`config.mk`:
```
export PLATFORM = sky130hd
export DESIGN_NAME = cpu_mem_bridge_flat
export DESIGN_NICKNAME = d
export VERILOG_FILES = /design/src/rtl/cpu_mem_bridge_if.sv /design/src/rtl/cpu_mem_bridge.sv /design/src/flat_wrapper.sv
export SDC_FILE = /design/constraint.sdc
export NUM_CORES = 1
export LEC_CHECK = 0
export BUFFER_PORTS_ARGS = -buffer_cell sky130_fd_sc_hd__buf_2
export CORE_MARGIN = 3
export CORE_UTILIZATION = 40
export CTS_BUF_LIST = sky130_fd_sc_hd__clkbuf_8
export CTS_CLUSTER_SIZE = 16
export DETAILED_ROUTE_END_ITERATION = 8
export PLACE_DENSITY_LB_ADDON = 0.12
export SETUP_SLACK_MARGIN = 0.02
export SYNTH_ARGS = -nofsm -noshare
export SYNTH_HDL_FRONTEND = slang
export SYNTH_SLANG_ARGS = --single-unit
```
`constraint.sdc`:
```
create_clock -name clk -period 8 [get_ports clk]
set_input_delay 0.4 -clock clk [delete_from_list [all_inputs] [get_ports clk]]
set_output_delay 0.4 -clock clk [all_outputs]
set_load 0.005 [all_outputs]
```
`src/rtl/cpu_mem_bridge_if.sv`:
```
// Memory-side req/ack port of the CPU bridge: one 16-bit beat per handshake.
interface cpu_mem_bridge_if #(
    parameter int ADDR_W = 32
) ();
    logic              mem_req;
    logic              mem_we;
    logic [ADDR_W-1:0] mem_addr;
    logic [15:0]       mem_wdata;
    logic [1:0]        mem_be;
    logic [15:0]       mem_rdata;
    logic              mem_ack;

    modport master (
        output mem_req, mem_we, mem_addr, mem_wdata, mem_be,
        input  mem_rdata, mem_ack
    );

    modport slave (
        input  mem_req, mem_we, mem_addr, mem_wdata, mem_be,
        output mem_rdata, mem_ack
    );
endinterface

```
`src/rtl/cpu_mem_bridge.sv`:
```
// Splits CPU 8/16/32/48-bit requests into 16-bit req/ack beats and stalls
// the core through cpu_enable until the transfer has completed.
module cpu_mem_bridge #(
    parameter int ADDR_W = 32
) (
    input  logic              clk,
    input  logic              rst,
    input  logic              cpu_rd_en,
    input  logic              cpu_wr_en,
    input  logic [ADDR_W-1:0] cpu_addr,
    input  logic [1:0]        cpu_req_sz,
    input  logic [31:0]       cpu_wdata,
    output logic [47:0]       cpu_data_in,
    output logic              cpu_enable,
    output logic              cpu_misalign,
    cpu_mem_bridge_if.master  mem
);
    typedef enum logic [1:0] {IDLE, BEAT, DONE} state_t;
    state_t state, state_nxt;

    logic [ADDR_W-1:0] addr_q;
    logic [1:0]        sz_q, k_q, last_q;
    logic              we_q;
    logic [31:0]       wdata_q;

    logic              req_pend, beat_done;
    logic [1:0]        req_sz_eff;
    logic [ADDR_W-1:0] src_addr, beat_addr;
    logic [1:0]        src_sz, src_k, beat_be;
    logic [31:0]       src_wdata;
    logic [15:0]       beat_wdata;

    assign req_pend   = cpu_rd_en | cpu_wr_en;
    // Only reads can be 48-bit; a 48-bit write collapses to 32-bit.
    assign req_sz_eff = (!cpu_rd_en && cpu_req_sz == 2'd3) ? 2'd2 : cpu_req_sz;
    assign beat_done  = (state == BEAT) && mem.mem_req && mem.mem_ack;

    // Beat fields are prepared one step ahead: from the CPU inputs when the
    // first beat launches, otherwise from the latched request for beat k+1.
    always_comb begin
        src_addr  = addr_q;
        src_sz    = sz_q;
        src_wdata = wdata_q;
        src_k     = k_q + 2'd1;
        if (state == IDLE) begin
            src_addr  = cpu_addr;
            src_sz    = req_sz_eff;
            src_wdata = cpu_wdata;
            src_k     = 2'd0;
        end
        beat_addr  = {src_addr[ADDR_W-1:1], 1'b0} + ADDR_W'({src_k, 1'b0});
        beat_be    = 2'b11;
        beat_wdata = (src_k == 2'd0) ? src_wdata[15:0] : src_wdata[31:16];
        if (src_sz == 2'd0) begin
            beat_be    = src_addr[0] ? 2'b10 : 2'b01;
            beat_wdata = src_addr[0] ? {src_wdata[7:0], 8'h00} : {8'h00, src_wdata[7:0]};
        end
    end

    always_comb begin
        state_nxt  = state;
        cpu_enable = 1'b0;
        case (state)
            IDLE: begin
                cpu_enable = !req_pend;
                if (req_pend) state_nxt = BEAT;
            end
            BEAT: if (beat_done && k_q == last_q) state_nxt = DONE;
            DONE: begin
                cpu_enable = 1'b1;
                state_nxt  = IDLE;
            end
            default: state_nxt = IDLE;
        endcase
    end

    always_ff @(posedge clk) begin
        if (rst) state <= IDLE;
        else     state <= state_nxt;
    end

    always_ff @(posedge clk) begin
        if (rst) begin
            mem.mem_req   <= 1'b0;
            mem.mem_we    <= 1'b0;
            mem.mem_addr  <= '0;
            mem.mem_wdata <= '0;
            mem.mem_be    <= '0;
            cpu_data_in   <= '0;
            cpu_misalign  <= 1'b0;
            addr_q        <= '0;
            sz_q          <= '0;
            we_q          <= 1'b0;
            wdata_q       <= '0;
            k_q           <= '0;
            last_q        <= '0;
        end else begin
            if (state == IDLE && req_pend) begin
                addr_q        <= cpu_addr;
                sz_q          <= req_sz_eff;
                we_q          <= !cpu_rd_en;
                wdata_q       <= cpu_wdata;
                k_q           <= 2'd0;
                last_q        <= (req_sz_eff == 2'd3) ? 2'd2 : (req_sz_eff == 2'd2) ? 2'd1 : 2'd0;
                cpu_data_in   <= '0;
                if (cpu_req_sz != 2'd0 && cpu_addr[0]) cpu_misalign <= 1'b1;
                mem.mem_req   <= 1'b1;
                mem.mem_we    <= !cpu_rd_en;
                mem.mem_addr  <= beat_addr;
                mem.mem_wdata <= beat_wdata;
                mem.mem_be    <= beat_be;
            end
            if (beat_done) begin
                if (!we_q) begin
                    if (sz_q == 2'd0)
                        cpu_data_in[7:0] <= addr_q[0] ? mem.mem_rdata[15:8] : mem.mem_rdata[7:0];
                    else
                        cpu_data_in[{k_q, 4'b0000} +: 16] <= mem.mem_rdata;
                end
                if (k_q == last_q) begin
                    mem.mem_req <= 1'b0;
                end else begin
                    k_q           <= k_q + 2'd1;
                    mem.mem_addr  <= beat_addr;
                    mem.mem_wdata <= beat_wdata;
                    mem.mem_be    <= beat_be;
                end
            end
        end
    end
endmodule
```
`src/flat_wrapper.sv`:
```
// flat-port wrapper written by rule: the top's interface ports become plain ports
module cpu_mem_bridge_flat 
#(
    parameter int ADDR_W = 32
)
  (clk, rst, cpu_rd_en, cpu_wr_en, cpu_addr, cpu_req_sz, cpu_wdata, cpu_data_in, cpu_enable, cpu_misalign, mem_mem_req, mem_mem_we, mem_mem_addr, mem_mem_wdata, mem_mem_be, mem_mem_rdata, mem_mem_ack);
  cpu_mem_bridge_if #(.ADDR_W(ADDR_W)) mem_i ();
  input  logic clk;
  input  logic rst;
  input  logic cpu_rd_en;
  input  logic cpu_wr_en;
  input  logic [ADDR_W-1:0] cpu_addr;
  input  logic [1:0] cpu_req_sz;
  input  logic [31:0] cpu_wdata;
  output logic [47:0] cpu_data_in;
  output logic cpu_enable;
  output logic cpu_misalign;
  output wire logic [$bits(mem_i.mem_req)-1:0] mem_mem_req;
  output wire logic [$bits(mem_i.mem_we)-1:0] mem_mem_we;
  output wire logic [$bits(mem_i.mem_addr)-1:0] mem_mem_addr;
  output wire logic [$bits(mem_i.mem_wdata)-1:0] mem_mem_wdata;
  output wire logic [$bits(mem_i.mem_be)-1:0] mem_mem_be;
  input wire logic [$bits(mem_i.mem_rdata)-1:0] mem_mem_rdata;
  input wire logic [$bits(mem_i.mem_ack)-1:0] mem_mem_ack;
  assign mem_mem_req = mem_i.mem_req;
  assign mem_mem_we = mem_i.mem_we;
  assign mem_mem_addr = mem_i.mem_addr;
  assign mem_mem_wdata = mem_i.mem_wdata;
  assign mem_mem_be = mem_i.mem_be;
  assign mem_i.mem_rdata = mem_mem_rdata;
  assign mem_i.mem_ack = mem_mem_ack;
  cpu_mem_bridge #(.ADDR_W(ADDR_W)) u_core (.clk(clk), .rst(rst), .cpu_rd_en(cpu_rd_en), .cpu_wr_en(cpu_wr_en), .cpu_addr(cpu_addr), .cpu_req_sz(cpu_req_sz), .cpu_wdata(cpu_wdata), .cpu_data_in(cpu_data_in), .cpu_enable(cpu_enable), .cpu_misalign(cpu_misalign), .mem(mem_i));
endmodule
```
==> results.md, run 1 <==
* Syn-to-layout area delta at 16.5%
* Largest net degree at the start of global routing at 102
* ANT cells at 0
* Drt total wl at 26500 µm
* Commonest cells in the netlist: 203 x nand2_1, 173 x dfxtp_1, 99 x a21oi_1, 98 x nor2_1, 53 x a22oi_1
* Post-Syn Area at 8480 µm²
* HPWL after DPL at 18000 µm
* Initial Utilization at 41.2%
* Clock root cell: clkbuf_8
* Most common cell in the netlist: nand2_1
* Via Count at 8136
* Yosys cell types at 83
* Worst hold path type: input port to flop
* Max-cap viol count at 0
* Postcts setup bufs at 0
* Clk sinks at 173
* Dpl cell area at 9480 µm²
* 1st-iter DRT viols at 556
* Leak at 4.14 nW
* Detailed Routing Iterations Pass 1 at 5
* Clock Skew at 14.4 ps
* Final #Nets at 1266
* Cell Rows at 52
* Area of the core at 20600 µm²
* Sum Neg Setup Slack at 0 ps
* Total grt overflow at 0
* Worst-Margin Slew at 1060 ps
* Yosys top cell by area: dfxtp_1
* Nature of the critical path startpoint: flop
* Crit path kind: flop to flop
* Primary FF master, synth: dfxtp_1
* Min Tclk post-route at 3820 ps
* Design Area, Final at 9880 µm²
* Vias in the first global route at 7262
* Clock Latency Late Sink at 470 ps
* Clock buffer count from CTS at 17
* Number of port buffers at 188
* Top cell type's share of synthesized area at 40.9%
* Die Width at 152 µm
* First-pass GRT wire length at 40500 µm
* Total die area at 23000 µm²
* Clock buffer depth at 2
* Worst endpoint data arrival time at 4190 ps
* FFs w/ async S/R, synth at 0%
* Ratio of cells with drive above 1 in the final layout at 22.0%
* CP startpoint: u_core.state[1]$_SDFFE_PP0P_
* Crit-path max FO at 55
* Simple-Gate Fraction of Synth Area at 24.3%
* Multiplexer share of the synthesized area at 4.60%
* Setup-failing EPs final at 0
* Worst Hold Launch: cpu_wdata[29]
* Mean post-synth cell area at 8.19 µm²
* Critical path capture point type: flop
* Maximum VDD drop at 0.104 mV
* Total GRT Usage at 22.3%
* Cts repair resizes at 0
* Slew headroom at 28.7%
* Avg WL per Cell at 18.2 µm
* Worst r2r src: u_core.state[1]$_SDFFE_PP0P_
* CTS Hold Buffers Added at 0
* Synth top area cells: dfxtp_1 41%, nand2_1 9.0%, a21oi_1 5.8%, a22oi_1 4.7%, nor2_1 4.3%
* Outcome: complete, no violations
* Worst EP required at 8370 ps
* Gp weighted congestion at 0.820
* Syn Nets at 1129
* Post-synth EDFFs at 0
* Die H at 152 µm
* Synth Area in Compound Gates at 23.4%
* Final Hold Fails at 0
* Yosys warns at 0
* Fmax at 262 MHz
* H-tree Lvls at 4
* DRC Markers at 0
* Adder-cell share of the synthesized area at 1.12%
* RSZ-0062 raised after global routing: no
* # IOs at 189
* Reg clk slew, reported paths at 100 ps
* Register bit total from synthesis at 173
* Pins Over Slew Limit at 0
* Final period util at 47.7%
* Vias per cell at 5.59
* XOR/XNOR Fraction of Synth Area at 1.03%
* Worst R2R Setup Slack at 4180 ps
* Power Density at 194 nW/µm²
* Sequential cell area fraction in the yosys report at 40.9%
* Final Power at 1.92 mW
* Synthesized netlist cell count at 1035
* Largest family of logic cells by synthesized area: simple AND/OR/NAND/NOR gates
* Initial antenna violation count at 1
* Fillers at 2122
* CTS tree: built
* DRT antenna net count at 0
[cells in the final DEF (no fill, tap or decap), types with 4 or more instances in the layout]
master and n:
nand2_1 203, buf_2 187, dfxtp_1 173, a21oi_1 99, nor2_1 96, a22oi_1 53, nand3_1 31, mux2i_1 30
a211oi_1 22, o211ai_1 21, o21ai_0 18, clkbuf_8 18, nand4_1 14, nor3_1 13, and2_1 12, nand4bb_1 12
buf_4 11, a2bb2oi_1 8, mux2_2 8, o32a_1 7, o311ai_0 7, and3_1 7, xnor2_1 7, ha_1 6
inv_1 5, a311o_1 5, a211o_1 5, inv_6 5, nand2b_1 4, a21o_1 4, nor4_1 4, a32o_1 4
[sequential cells by signal (all words and copies together), names as in the netlist, 2 cells and up]
| signal | count |
|---|---|
| u_core.cpu_data_in | 48 |
| u_core.sz_q | 2 |
| u_core.mem.mem_be | 2 |
| u_core.mem.mem_addr | 32 |
| u_core.last_q | 2 |
| u_core.k_q | 2 |
| u_core.addr_q | 32 |
| u_core.mem.mem_wdata | 16 |
| u_core.state | 2 |
| u_core.wdata_q | 32 |
[layer usage]
layer	up-vias	GRT usage (%)	wire [µm]	part of all wire (%)
li1	4036	-	-	-
met2	248	32.2	11300	43
met5	-	0	20	0.076
met1	3807	33.5	13000	49
met4	2	7.77	664	2.5
met3	43	3.75	1450	5.5
[through the flow]
stage / utilization, % / hold WS (ps) / worst slack, ps / std cells
finish: 48.0 / 149 / 4180 / 1455
detailed placement: 46.1 / 446 / 4220 / 1423
floorplan: - / 433 / 4370 / 1035
CTS: 48.0 / 128 / 4210 / 1455
global route: 48.0 / 129 / 3920 / 1455
global placement: 46.1 / 436 / 4280 / 1423
[area by class of cell]
type	instances	area, µm²	share of cell area, %
inverters	6	22.5	0.228
well taps	270	338	3.42
repair buffers	198	1020	10.3
flip-flops and latches	173	3460	35.1
clock inverters	14	149	1.51
multi-input cells	776	4640	47.0
clock buffers	18	248	2.51
[critical path: stages (launching register included)]
cell and delay, ps:
dfxtp_1 370, nor2_8 760, nand2_1 110, nand2_1 100
ha_1 180, inv_1 60, fa_1 420, a21oi_1 720
nand3_1 190, or4_1 540, a32o_1 250
[kinds of logic (layout without fill, tap and decap cells)]
family                   Yosys count  count (layout)
AO/OA/AOI/OAI                    288             288
XOR/XNOR                          10              10
multiplexers                      38              38
flip-flops                       173             173
adder cells (fa/ha/maj)            7               7
AND/OR/NAND/NOR                  433             433
buffers and inverters             86             236
[final timing paths]
kind	to	depth (start not counted)
hold / removal	u_core.wdata_q[29]$_SDFFE_PP0P_	3
setup reg to reg	u_core.mem.mem_addr[31]$_SDFF_PP0_	10
hold reg to reg	u_core.mem.mem_addr[5]$_SDFF_PP0_	2
setup / recovery	u_core.mem.mem_addr[31]$_SDFF_PP0_	10
[report_power, final]
part / leakage [nW] / switching, mW / internal, mW
clock network: 0.199 / 0.363 / 0.267
logic: 2.52 / 0.215 / 0.129
registers: 1.42 / 0.0357 / 0.912
total: 4.14 / 0.613 / 1.31
Note: power is estimated with default switching activity, not from simulation.
==> inputs of run 2 (changes only) <==
- clock period: 8 -> 3.1 ns (I/O delays scaled with it)
==> results.md, run 2 (synthesis results as in run 1) <==
* Nature of the critical path startpoint: flop (unchanged)
* Gp weighted congestion at 0.805 (was 0.820)
* Pins Over Slew Limit at 0 (unchanged)
* Crit path kind: flop to flop (unchanged)
* Clock buffer depth at 2 (unchanged)
* Clock buffer count from CTS at 17 (unchanged)
* Reg clk slew, reported paths at 100 ps (about the same)
* Power Density at 476 nW/µm² (was 194 nW/µm²)
* Worst hold path type: input port to flop (unchanged)
* Worst EP required at 3460 ps (was 8370 ps)
* Clk sinks at 173 (unchanged)
* RSZ-0062 raised after global routing: no (unchanged)
* Final Power at 5.18 mW (was 1.92 mW)
* Total grt overflow at 0 (unchanged)
* Largest register FFs at 48 (unchanged)
* Sum Neg Setup Slack at 0 ps (unchanged)
* Most frequent cells in the layout: 203 x nand2_1, 187 x buf_2, 173 x dfxtp_1, 97 x a21oi_1, 96 x nor2_1 (was 203 x nand2_1, 187 x buf_2, 173 x dfxtp_1, 99 x a21oi_1, 96 x nor2_1)
* Final Hold Fails at 0 (unchanged)
* Clock root cell: clkbuf_8 (unchanged)
* First-pass GRT wire length at 42500 µm (was 40500 µm)
* Clock Skew at 13.3 ps (was 14.4 ps)
* # IOs at 189 (unchanged)
* Detailed Routing Iterations Pass 1 at 6 (was 5)
* Max-cap viol count at 0 (unchanged)
* DRC Markers at 0 (unchanged)
* Layout Cells excl Fill at 1549 (was 1455)
* Area of the core at 20600 µm² (unchanged)
* Met3 usage at 3.72% (was 3.75%)
* Slowest CP cell: dfxtp_1 (was nor2_8)
* CP top delay family: compound AO/OA/AOI/OAI gates (was simple AND/OR/NAND/NOR gates)
* Min Tclk post-route at 2870 ps (was 3820 ps)
* Clock Latency Late Sink at 470 ps (about the same)
* Avg WL per Cell at 17.5 µm (was 18.2 µm)
* Most Crowded Layer GR: met2 (was met1)
* H-tree Lvls at 4 (unchanged)
* Met2 Use GR at 35.7% (was 32.2%)
* Hold WS at 40.7 ps (was 149 ps)
* Setup-failing EPs final at 0 (unchanged)
* Final #Nets at 1359 (was 1266)
* Total GRT Usage at 23.1% (was 22.3%)
* Syn-to-layout area delta at 28.4% (was 16.5%)
* # placed instances at 1434 (was 1423)
* Vias per cell at 5.53 (was 5.59)
* Critical path capture point type: flop (unchanged)
* Outcome: complete, no violations (unchanged)
* Worst path bufs/invs at 1 (unchanged)
* HPWL after DPL at 18300 µm (was 18000 µm)
* Number of port buffers at 188 (unchanged)
* Postcts setup bufs at 0 (unchanged)
* Final period util at 92.5% (was 47.7%)
* Total die area at 23000 µm² (unchanged)
* Ratio of cells with drive above 1 in the final layout at 21.6% (was 22.0%)
* Crit path cell chain: inv_1 > ha_1 > nand2_1 > fa_2 > a21oi_4 > nand3_1 > o311a_1 > a211o_1 (was nor2_8 > nand2_1 > nand2_1 > ha_1 > inv_1 > fa_1 > a21oi_1 > nand3_1 > or4_1 > a32o_1)
* Register with the most flip-flops: u_core.cpu_data_in (unchanged)
* Die Width at 152 µm (unchanged)
* CTS tree: built (unchanged)
* Initial antenna violation count at 1 (unchanged)
* Cell Rows at 52 (unchanged)
* Slew headroom at 39.3% (was 28.7%)
* Maximum VDD drop at 0.330 mV (was 0.104 mV)
* 1st-iter DRT viols at 551 (was 556)
* Vias in the first global route at 7819 (was 7262)
* Leak at 4.56 nW (was 4.14 nW)
* Commonest non-fill, non-tap cell in the layout: nand2_1 (unchanged)
* Die H at 152 µm (unchanged)
* DRT antenna net count at 0 (unchanged)
* Drt total wl at 27100 µm (was 26500 µm)
* CP max stage delay at 530 ps (was 760 ps)
* Worst endpoint data arrival time at 3220 ps (was 4190 ps)
* Largest net degree at the start of global routing at 171 (was 102)
* Worst-Margin Slew at 911 ps (was 1060 ps)
* M1 GR Usage at 33.6% (was 33.5%)
* Fmax at 349 MHz (was 262 MHz)
* Initial Utilization at 41.2% (unchanged)
* Crit-path max FO at 9 (was 55)
* Via Count at 8563 (was 8136)
==> run 2: cell types whose count changed in the layout (fill, tap and decap cells not counted), moves of 2 or more <==
| cell | delta |
|---|---|
| dlygate4sd3_1 | +82 |
| buf_4 | +7 |
| buf_12 | +4 |
| inv_8 | +3 |
| a21oi_1 | -2 |
| clkinv_2 | -2 |
| inv_6 | -2 |
==> run 2: power breakdown <==
part | total (mW) | internal [mW] | switching [mW]
combinational | 1.00 | 0.423 | 0.577
sequential | 2.44 | 2.35 | 0.0898
clock | 1.73 | 0.762 | 0.971
==> run 2: metrics by stage <==
stage | utilization (%) | area, µm² | worst slack, ps
after global placement | 46.8 | 9630 | 359
after global routing | 52.9 | 10900 | 34.7
after CTS | 52.9 | 10900 | 258
after detailed placement | 46.8 | 9630 | 282
after floorplan | - | 8520 | 96.1
final | 52.9 | 10900 | 233
==> run 2: worst paths after layout <==
path | from | to | slack, ps | cells after the start
min | cpu_rd_en | u_core.mem.mem_we$_SDFFE_PP0P_ | 40 | 2
max | u_core.k_q[0]$_SDFF_PP0_ | u_core.mem.mem_addr[27]$_SDFF_PP0_ | 230 | 8
min reg2reg | u_core.mem.mem_addr[5]$_SDFF_PP0_ | u_core.mem.mem_addr[5]$_SDFF_PP0_ | 450 | 2
max reg2reg | u_core.k_q[0]$_SDFF_PP0_ | u_core.mem.mem_addr[27]$_SDFF_PP0_ | 230 | 8
==> run 2: per-layer routing <==
metal	up-vias	part of all wire (%)
met1	4064	49
met4	0	1.6
met3	34	5.0
li1	4212	-
met5	-	0
met2	253	45
==> run 2: final cells by class <==
| type | count | area [µm²] |
|---|---|---|
| Inverter | 6 | 22.5 |
| Antenna cell | 1 | 2.50 |
| Timing Repair Buffer | 291 | 1970 |
| Multi-Input combinational cell | 776 | 4660 |
| Clock inverter | 15 | 193 |
| Sequential cell | 173 | 3460 |
| Fill cell | 1998 | 9680 |
| Clock buffer | 17 | 234 |
| Tap cell | 270 | 338 |
==> run 2: timing repair <==
action                                  4_1_cts  5_1_grt
endpoints found under the setup margin        0        1
hold endpoints to repair                    108        0
gates resized for setup                       0        1
hold buffers                                 82        0
==> run 2: worst reg2reg max path: cells and delay by family, from the launching register on <==
kind,cells,cell delay [ps]
AND/OR/NAND/NOR,2,340
adder cells (fa/ha/maj),2,850
AO/OA/AOI/OAI,3,880
buffers and inverters,1,150
flip-flops,1,530
